File: config.mk
export PLATFORM = sky130hd
export DESIGN_NAME = mem_stage
export DESIGN_NICKNAME = d
export VERILOG_FILES = /design/src/rtl/mem_stage.sv
export SDC_FILE = /design/constraint.sdc
export NUM_CORES = 1
export LEC_CHECK = 0
export CAP_MARGIN = 15
export CELL_PAD_IN_SITES_DETAIL_PLACEMENT = 1
export CELL_PAD_IN_SITES_GLOBAL_PLACEMENT = 2
export CORE_MARGIN = 3
export CORE_UTILIZATION = 29
export DETAILED_ROUTE_END_ITERATION = 10
export PLACE_DENSITY = 0.86
export RECOVER_POWER = 25
export SLEW_MARGIN = 5
export SYNTH_ARGS = -nofsm -noshare
export SYNTH_HDL_FRONTEND = slang
export SYNTH_SLANG_ARGS = --single-unit
File: constraint.sdc
create_clock -name clk -period 3.6 [get_ports clk]
set_clock_uncertainty 0.15 [all_clocks]
set_input_delay 0.36 -clock clk [delete_from_list [all_inputs] [get_ports clk]]
set_output_delay 0.36 -clock clk [all_outputs]
set_load 0.05 [all_outputs]
File: src/rtl/mem_stage.sv
// mem_stage: memory-access stage between the execute ALU and writeback.
// Latency: non-memory ops 1 cycle; loads/stores hold one request at a time until grant/response.
// Backpressure: in_ready only in IDLE; stall = !in_ready while an access is in flight.
// Ports: clk/rst_n (async active-low); in_* execute-stage instruction + flush;
//        mem_* request/grant/response data-memory port; wb_* registered writeback record.
// Optional: define MEM_ALIGN_CHECK_EN to turn misaligned loads/stores into wb_err
//           instead of silently word-aligning the address.
module mem_stage #(
  parameter int XLEN    = 32,
  parameter int REG_W   = 5,
  parameter int TID_W   = 2,
  parameter int TIMEOUT = 255
) (
  input  logic             clk,
  input  logic             rst_n,
  input  logic             in_valid,
  output logic             in_ready,
  input  logic [XLEN-1:0]  in_alu_out,
  input  logic [XLEN-1:0]  in_st_data,
  input  logic             in_mem_rd,
  input  logic             in_mem_wr,
  input  logic             in_reg_wr,
  input  logic [REG_W-1:0] in_rd,
  input  logic [TID_W-1:0] in_tid,
  input  logic             flush,
  output logic             stall,
  output logic             mem_req,
  output logic             mem_we,
  output logic [XLEN-1:0]  mem_addr,
  output logic [XLEN-1:0]  mem_wdata,
  input  logic             mem_gnt,
  input  logic             mem_rvalid,
  input  logic [XLEN-1:0]  mem_rdata,
  output logic             wb_valid,
  output logic             wb_reg_wr,
  output logic [REG_W-1:0] wb_rd,
  output logic [TID_W-1:0] wb_tid,
  output logic [XLEN-1:0]  wb_data,
  output logic             wb_err
);

  typedef enum logic [1:0] {S_IDLE, S_REQ, S_WAIT, S_DRAIN} state_t;

  // Counter wide enough to hold TIMEOUT; it saturates at all-ones.
  localparam int CNT_W = (TIMEOUT < 2) ? 1 : $clog2(TIMEOUT + 1);
  localparam logic [CNT_W-1:0] CNT_LAST = CNT_W'((TIMEOUT == 0) ? 0 : TIMEOUT - 1);

  state_t           r_state;
  state_t           w_next;
  logic [CNT_W-1:0] r_cnt;
  logic             r_is_st;
  logic             r_reg_wr;
  logic [REG_W-1:0] r_rd;
  logic [TID_W-1:0] r_tid;

  logic w_accept, w_mem_op, w_tmo;
  logic w_issue, w_req_clr, w_cnt_clr, w_cnt_inc;
  logic w_wb_alu, w_wb_st, w_wb_ld, w_wb_tmo;
`ifdef MEM_ALIGN_CHECK_EN
  logic w_wb_mis;
`endif

  assign in_ready = (r_state == S_IDLE);
  assign stall    = !in_ready;
  assign w_accept = in_valid & in_ready & !flush;
  assign w_mem_op = in_mem_rd | in_mem_wr;
  // Last allowed WAIT/DRAIN cycle: a response here still wins over the timeout.
  assign w_tmo    = (TIMEOUT != 0) && (r_cnt == CNT_LAST);

  always_comb begin
    w_next    = r_state;
    w_issue   = 1'b0;
    w_req_clr = 1'b0;
    w_cnt_clr = 1'b0;
    w_cnt_inc = 1'b0;
    w_wb_alu  = 1'b0;
    w_wb_st   = 1'b0;
    w_wb_ld   = 1'b0;
    w_wb_tmo  = 1'b0;
`ifdef MEM_ALIGN_CHECK_EN
    w_wb_mis  = 1'b0;
`endif
    case (r_state)
      S_IDLE: begin
        if (w_accept) begin
          if (!w_mem_op) begin
            w_wb_alu = 1'b1;
          end else begin
`ifdef MEM_ALIGN_CHECK_EN
            if (in_alu_out[1:0] != 2'b00) begin
              w_wb_mis = 1'b1;
            end else begin
              w_issue = 1'b1;
              w_next  = S_REQ;
            end
`else
            w_issue = 1'b1;
            w_next  = S_REQ;
`endif
          end
        end
      end
      S_REQ: begin
        // A grant in the same cycle as flush still counts: the access is
        // already committed on the bus, so a load must drain its response.
        if (mem_gnt) begin
          w_req_clr = 1'b1;
          if (r_is_st) begin
            w_next  = S_IDLE;
            w_wb_st = !flush;
          end else begin
            w_cnt_clr = 1'b1;
            w_next    = flush ? S_DRAIN : S_WAIT;
          end
        end else if (flush) begin
          w_req_clr = 1'b1;
          w_next    = S_IDLE;
        end
      end
      S_WAIT: begin
        if (mem_rvalid) begin
          // Response coinciding with flush is consumed and dropped.
          w_next  = S_IDLE;
          w_wb_ld = !flush;
        end else if (flush) begin
          w_cnt_inc = 1'b1;
          w_next    = S_DRAIN;
        end else if (w_tmo) begin
          w_wb_tmo = 1'b1;
          w_next   = S_IDLE;
        end else begin
          w_cnt_inc = 1'b1;
        end
      end
      S_DRAIN: begin
        if (mem_rvalid || w_tmo) begin
          w_next = S_IDLE;
        end else begin
          w_cnt_inc = 1'b1;
        end
      end
      default: w_next = S_IDLE;
    endcase
  end

  always_ff @(posedge clk or negedge rst_n) begin
    if (!rst_n) begin
      r_state <= S_IDLE;
    end else begin
      r_state <= w_next;
    end
  end

  always_ff @(posedge clk or negedge rst_n) begin
    if (!rst_n) begin
      r_cnt     <= '0;
      r_is_st   <= 1'b0;
      r_reg_wr  <= 1'b0;
      r_rd      <= '0;
      r_tid     <= '0;
      mem_req   <= 1'b0;
      mem_we    <= 1'b0;
      mem_addr  <= '0;
      mem_wdata <= '0;
      wb_valid  <= 1'b0;
      wb_reg_wr <= 1'b0;
      wb_rd     <= '0;
      wb_tid    <= '0;
      wb_data   <= '0;
      wb_err    <= 1'b0;
    end else begin
      wb_valid <= 1'b0;
      wb_err   <= 1'b0;

      if (w_issue) begin
        mem_req   <= 1'b1;
        mem_we    <= in_mem_wr;
        mem_addr  <= {in_alu_out[XLEN-1:2], 2'b00};
        mem_wdata <= in_st_data;
        r_is_st   <= in_mem_wr;
        r_reg_wr  <= in_reg_wr;
        r_rd      <= in_rd;
        r_tid     <= in_tid;
      end
      if (w_req_clr) begin
        mem_req <= 1'b0;
      end

      if (w_cnt_clr) begin
        r_cnt <= '0;
      end else if (w_cnt_inc && (r_cnt != '1)) begin
        r_cnt <= r_cnt + CNT_W'(1);
      end

      if (w_wb_alu) begin
        wb_valid  <= 1'b1;
        wb_data   <= in_alu_out;
        wb_reg_wr <= in_reg_wr;
        wb_rd     <= in_rd;
        wb_tid    <= in_tid;
      end
`ifdef MEM_ALIGN_CHECK_EN
      if (w_wb_mis) begin
        wb_valid  <= 1'b1;
        wb_err    <= 1'b1;
        wb_reg_wr <= 1'b0;
        wb_rd     <= in_rd;
        wb_tid    <= in_tid;
      end
`endif
      // Completions of a latched access; only a good load writes a register.
      if (w_wb_st | w_wb_ld | w_wb_tmo) begin
        wb_valid  <= 1'b1;
        wb_err    <= w_wb_tmo;
        wb_reg_wr <= w_wb_ld & r_reg_wr;
        wb_rd     <= r_rd;
        wb_tid    <= r_tid;
      end
      if (w_wb_ld) begin
        wb_data <= mem_rdata;
      end
    end
  end

endmodule
# Word level (Yosys, flattened, before mapping)
# Index checks and enable logic that the tools add are counted.
word_totals:
  output_inout_bits: 110
  elab_cells: 94
  inputBits: 112
  ff_bits: 124
op_classes:
  eq_ne: 10
  bitwise_logic: 6
  muxes: 52
  addsub: 1
  reduce_logical: 10
ops:
  columns: ["op", "n"]
  rows:
  - ["$mux W32", 2]
  - ["$mux W1", 33]
  - ["$mux W2", 11]
  - ["$mux W8", 2]
  - ["$mux W5", 2]
  - ["$add A8 B1 Y8 const B", 1]
  - ["$eq A8 B8 Y1 const B", 1]
  - ["$ne A8 B8 Y1 const B", 1]
  - ["$pmux W2 S4", 1]
  - ["$reduce_bool A2 Y1", 4]
  - ["$reduce_and A5 Y1", 1]
  - ["$eq A2 B2 Y1 const B", 2]
  - ["$ne A2 B1 Y1 const B", 2]
  - ["$ne A4 B4 Y1 const B", 1]
  - ["$and A1 B1 Y1", 3]
  - ["$ne A3 B3 Y1 const B", 1]
  - ["$or A1 B1 Y1", 3]
  - ["$eq A2 B1 Y1 const B", 1]
  - ["$logic_not A1 Y1", 2]
  - ["$logic_not A2 Y1", 1]
  - ["$ne A2 B2 Y1 const B", 1]
  - ["$pmux W1 S2", 1]
  - ["$logic_and A1 B1 Y1", 1]
  - ["$logic_or A1 B1 Y1", 1]

# Depth between registers and ports, before layout
depth:
  depth_word: 8
  depth_mapped: 7
  mapped_depth_nobuf: 6

# Worst setup path before layout
# Ideal clock, no wire load.
synth_path:
  path_kind: "register to register"
  from: "reg r_state[0]"
  to: "reg wb_rd[0]"
  path_stages_with_launch: 7
  synth_period_minus_slack_ns: 2.398
  required_ns: 3.324
  arrival_ns: 2.122
  setup_slack_ns: 1.202
  cell_sequence: "dfrtp_1 > buf_6 > nor2_1 > nand3_1 > a31o_1 > buf_6 > a221o_1"
synth_between:
  elab_chain_len: 6
synth_lines:
  columns: ["element", "line", "rtl"]
  rows:
  - ["start, declared", "48", "state_t r_state;"]
  - ["start signal, assigned", "150", "r_state <= w_next;"]
  - ["$logic_not A2 Y1 (*)", "63", "assign in_ready = (r_state == S_IDLE);"]
  - ["via in_ready", "17", "output logic in_ready,"]
  - ["$and A1 B1 Y1 (2 in a row)", "65", "assign w_accept = in_valid & in_ready & !flush;"]
  - ["$mux W1", "85", "if (w_accept) begin"]
  - ["$mux W1 (*)", "83", "case (r_state)"]
  - ["$reduce_bool A2 Y1 (no line) (*)", null, null]
  - ["end signal, assigned", "199", "wb_rd <= in_rd;"]
  - ["end signal, assigned", "216", "wb_rd <= r_rd;"]
  - ["end, declared", "36", "output logic [REG_W-1:0] wb_rd,"]
# Mark *: on every way through the listed nets, which the timed path passes. The rest lies on a longest branch.
# A chain may end at the register's enable or synchronous reset.

# Final worst setup path
layout_path:
  from: "reg r_state[0]"
  to: "out stall"
layout_between:
  elab_chain_len: 2
layout_lines:
  columns: ["element", "line", "rtl"]
  rows:
  - ["$logic_not A2 Y1", "63", null]
  - ["$logic_not A1 Y1", "64", "assign stall = !in_ready;"]
  - ["end, declared", "26", "output logic stall,"]
# No other way between the ends.

==> results.toml <==
[status]
status = "completed"

[sta]
finalSetupViolCount = 0
worst-slew-pin-transition_ns = 1.43
rsz0062_at_grt = "no"
fmax_mhz = 380
fin_crit_sh_pct = 73.0
period_needed_ns = 2.63
slew_headroom_pct = 4.76
fin_setup_tns_ns = 0
finalMaxSlewViolations = 0
finalHoldViolCount = 0

[floorplan]
die_area_um2 = 19900
design.core.area_um2 = 17500
fp-row-count = 48
start_util_pct = 30.1
die_w_um = 141
dieHeight_um = 141
ios = 222

[power_and_ir_drop]
ir_worst_vdd_mv = 0.554
power_density_nw_per_um2 = 1030
p_leak_nw = 3.64

[placement]
routabilityCongestion = 0.790
buffer_ports.inserted = 219
placed_cell_area_um2 = 7670
dp_hpwl_um = 11900

[critical_path]
worstSetupStartpointType = "flip-flop"
path_class = "flip-flop to primary output"
crit_required_ns = 3.09
critPathMaxFanout = 14
crit_path_end_kind = "primary output"
worstPathArrival_ns = 2.12

[final_layout]
stdcell_area_um2 = 8230
antennaDiodeCount = 0
syn2layout_area_growth_pct = 55.9
drive_above_1_share_pct = 6.35
nNetsFinal = 747

[logic_synthesis]
synth_top_area_share_pct = 58.8
synth_cell_types = 42
ys_seq_area_share_pct = 58.8
yosysMostFrequentCell = "dfrtp_1"
ys_top_cells_by_count = "dfrtp_1, mux2_1, nand2_1"
synth-edff-count = 0
ys_ff_latch = 124
synth_top_cell_by_area = "dfrtp_1"
ys_top_cells_by_area = "dfrtp_1, mux2_1, mux2i_1, nand2_1, o21ai_0"
async_flop_share_pct = 100
yosys_warnings = 0
netlist_area_um2 = 5280
avgSynthCellArea_um2 = 12.8
syn_inst = 413
ys.flop_type = "dfrtp_1"

[global_routing]
use_met1_pct = 18.5
gr-usage-met2_pct = 28.8
antenna_found_initial = 0
grt_max_degree = 74
grt_util_all_layers_pct = 16.4
grt_pass1_vias = 4666
grt_first_pass_wirelength_um = 25600
busiest_layer = "met2"
grt_overflow = 0
grt_util_met3_pct = 5.73

[route]
drtPass1Iterations = 4
ant_nets = 0
wirelength_um = 16200
drt-initial-drc-count = 158
avgViaCountPerCell = 4.79
wl_per_cell_um = 18.6
vias = 4168
drc = 0

[run]
cap_violations = 0

[clocking]
postCtsSetupBuffers = 0
clk_path_buf_depth = 2
clk_pin_slew_ns = 0.05
cts_max_level = 4
cts_tree = "yes"
cts_buffers = 17
cts_hold_buf = 1
clock-sinks = 124
clkLatencyLatePin_ns = 0.40
cts_resized = 0
clock-root-buffer = "clkbuf_16"

[hold_path]
hp-class = "flip-flop to flip-flop"
==> where the power goes <==
group	internal [mW]	leakage, nW	switching [mW]
combinational	1.53	1.85	2.89
sequential	2.04	1.52	0.389
clock	0.981	0.269	0.617
total	4.55	3.64	3.90
==> metal layers <==
| layer | part of all wire, % | routed length (µm) | up-vias |
|---|---|---|---|
| met4 | 2.1 | 338 | 0 |
| met3 | 7.3 | 1190 | 28 |
| met1 | 40 | 6440 | 2077 |
| li1 | - | - | 1907 |
| met2 | 51 | 8260 | 156 |
| met5 | 0 | 0 | - |
==> final cells by class <==
cell class | count | area, µm²
clock buffer | 21 | 460
fill | 1820 | 9310
tap | 225 | 282
inverter | 7 | 26.3
sequential | 124 | 3100
multi-input combinational | 257 | 2000
clock inverter | 11 | 95.1
timing repair buffer | 226 | 2260
==> worst max-delay path: stages, from the launching register on <==
cell             delay (ns)
dfrtp_1                0.64
nor2_1                 0.17
inv_1                  0.09
clkdlybuf4s50_1        0.81
==> through the flow <==
stage	hold slack [ns]	power, mW	utilization (%)	worst slack [ns]	cells
global route	0.347	8.87	46.9	0.835	871
CTS	0.333	8.57	47.0	0.949	871
finish	0.326	8.45	46.9	0.971	871
floorplan	-0.0856	5.23	-	1.20	414
global placement	0.295	6.78	43.8	0.969	838
detailed placement	0.316	6.92	43.8	0.900	838
==> worst paths after layout <==
kind | from | to | slack [ns] | depth (start not counted)
worst max-delay path | r_state[0] | stall | 0.97 | 3
max in group asynchronous | rst_n | mem_addr[24] | 1.56 | 3
worst min-delay path | wb_data[1] | wb_data[1] | 0.33 | 2
min in group asynchronous | rst_n | r_tid[0] | 0.69 | 2
worst max register to register | r_state[0] | mem_addr[20] | 1.03 | 5
worst min register to register | wb_data[1] | wb_data[1] | 0.33 | 2
==> state kept, by name (all words and copies together) (netlist names) <==
register / cells
mem_addr: 30
mem_req: 1
mem_wdata: 32
r_cnt: 8
r_is_st: 1
r_rd: 5
r_reg_wr: 1
r_state: 2
r_tid: 2
wb_data: 32
wb_err: 1
wb_rd: 5
wb_reg_wr: 1
wb_tid: 2
wb_valid: 1
==> layout by cell type (no fill, tap or decap), types with 6 or more instances in the layout <==
cell	n
a21oi_1	10
mux2i_1	31
dfrtp_1	124
o21ai_0	27
a221o_1	7
mux2_1	69
inv_1	7
a22oi_1	6
clkdlybuf4s50_1	217
nand2_1	48
clkbuf_16	17
nand3_1	6
and3_1	9
==> cells by family (layout without fill, tap and decap cells) <==
family	Yosys count	after routing	share of synthesized area (%)
muxes	101	101	20.8
xor gates and xnor gates	2	2	0.332
DFF	124	124	58.8
adders and majority gates	2	2	0.474
and+or+nand+nor	87	87	8.39
buffers and inverters	33	265	3.53
other	1	2	0.0710
AOI/OAI and AO/OA	63	63	7.63
Power figures use the tool's default switching activity.
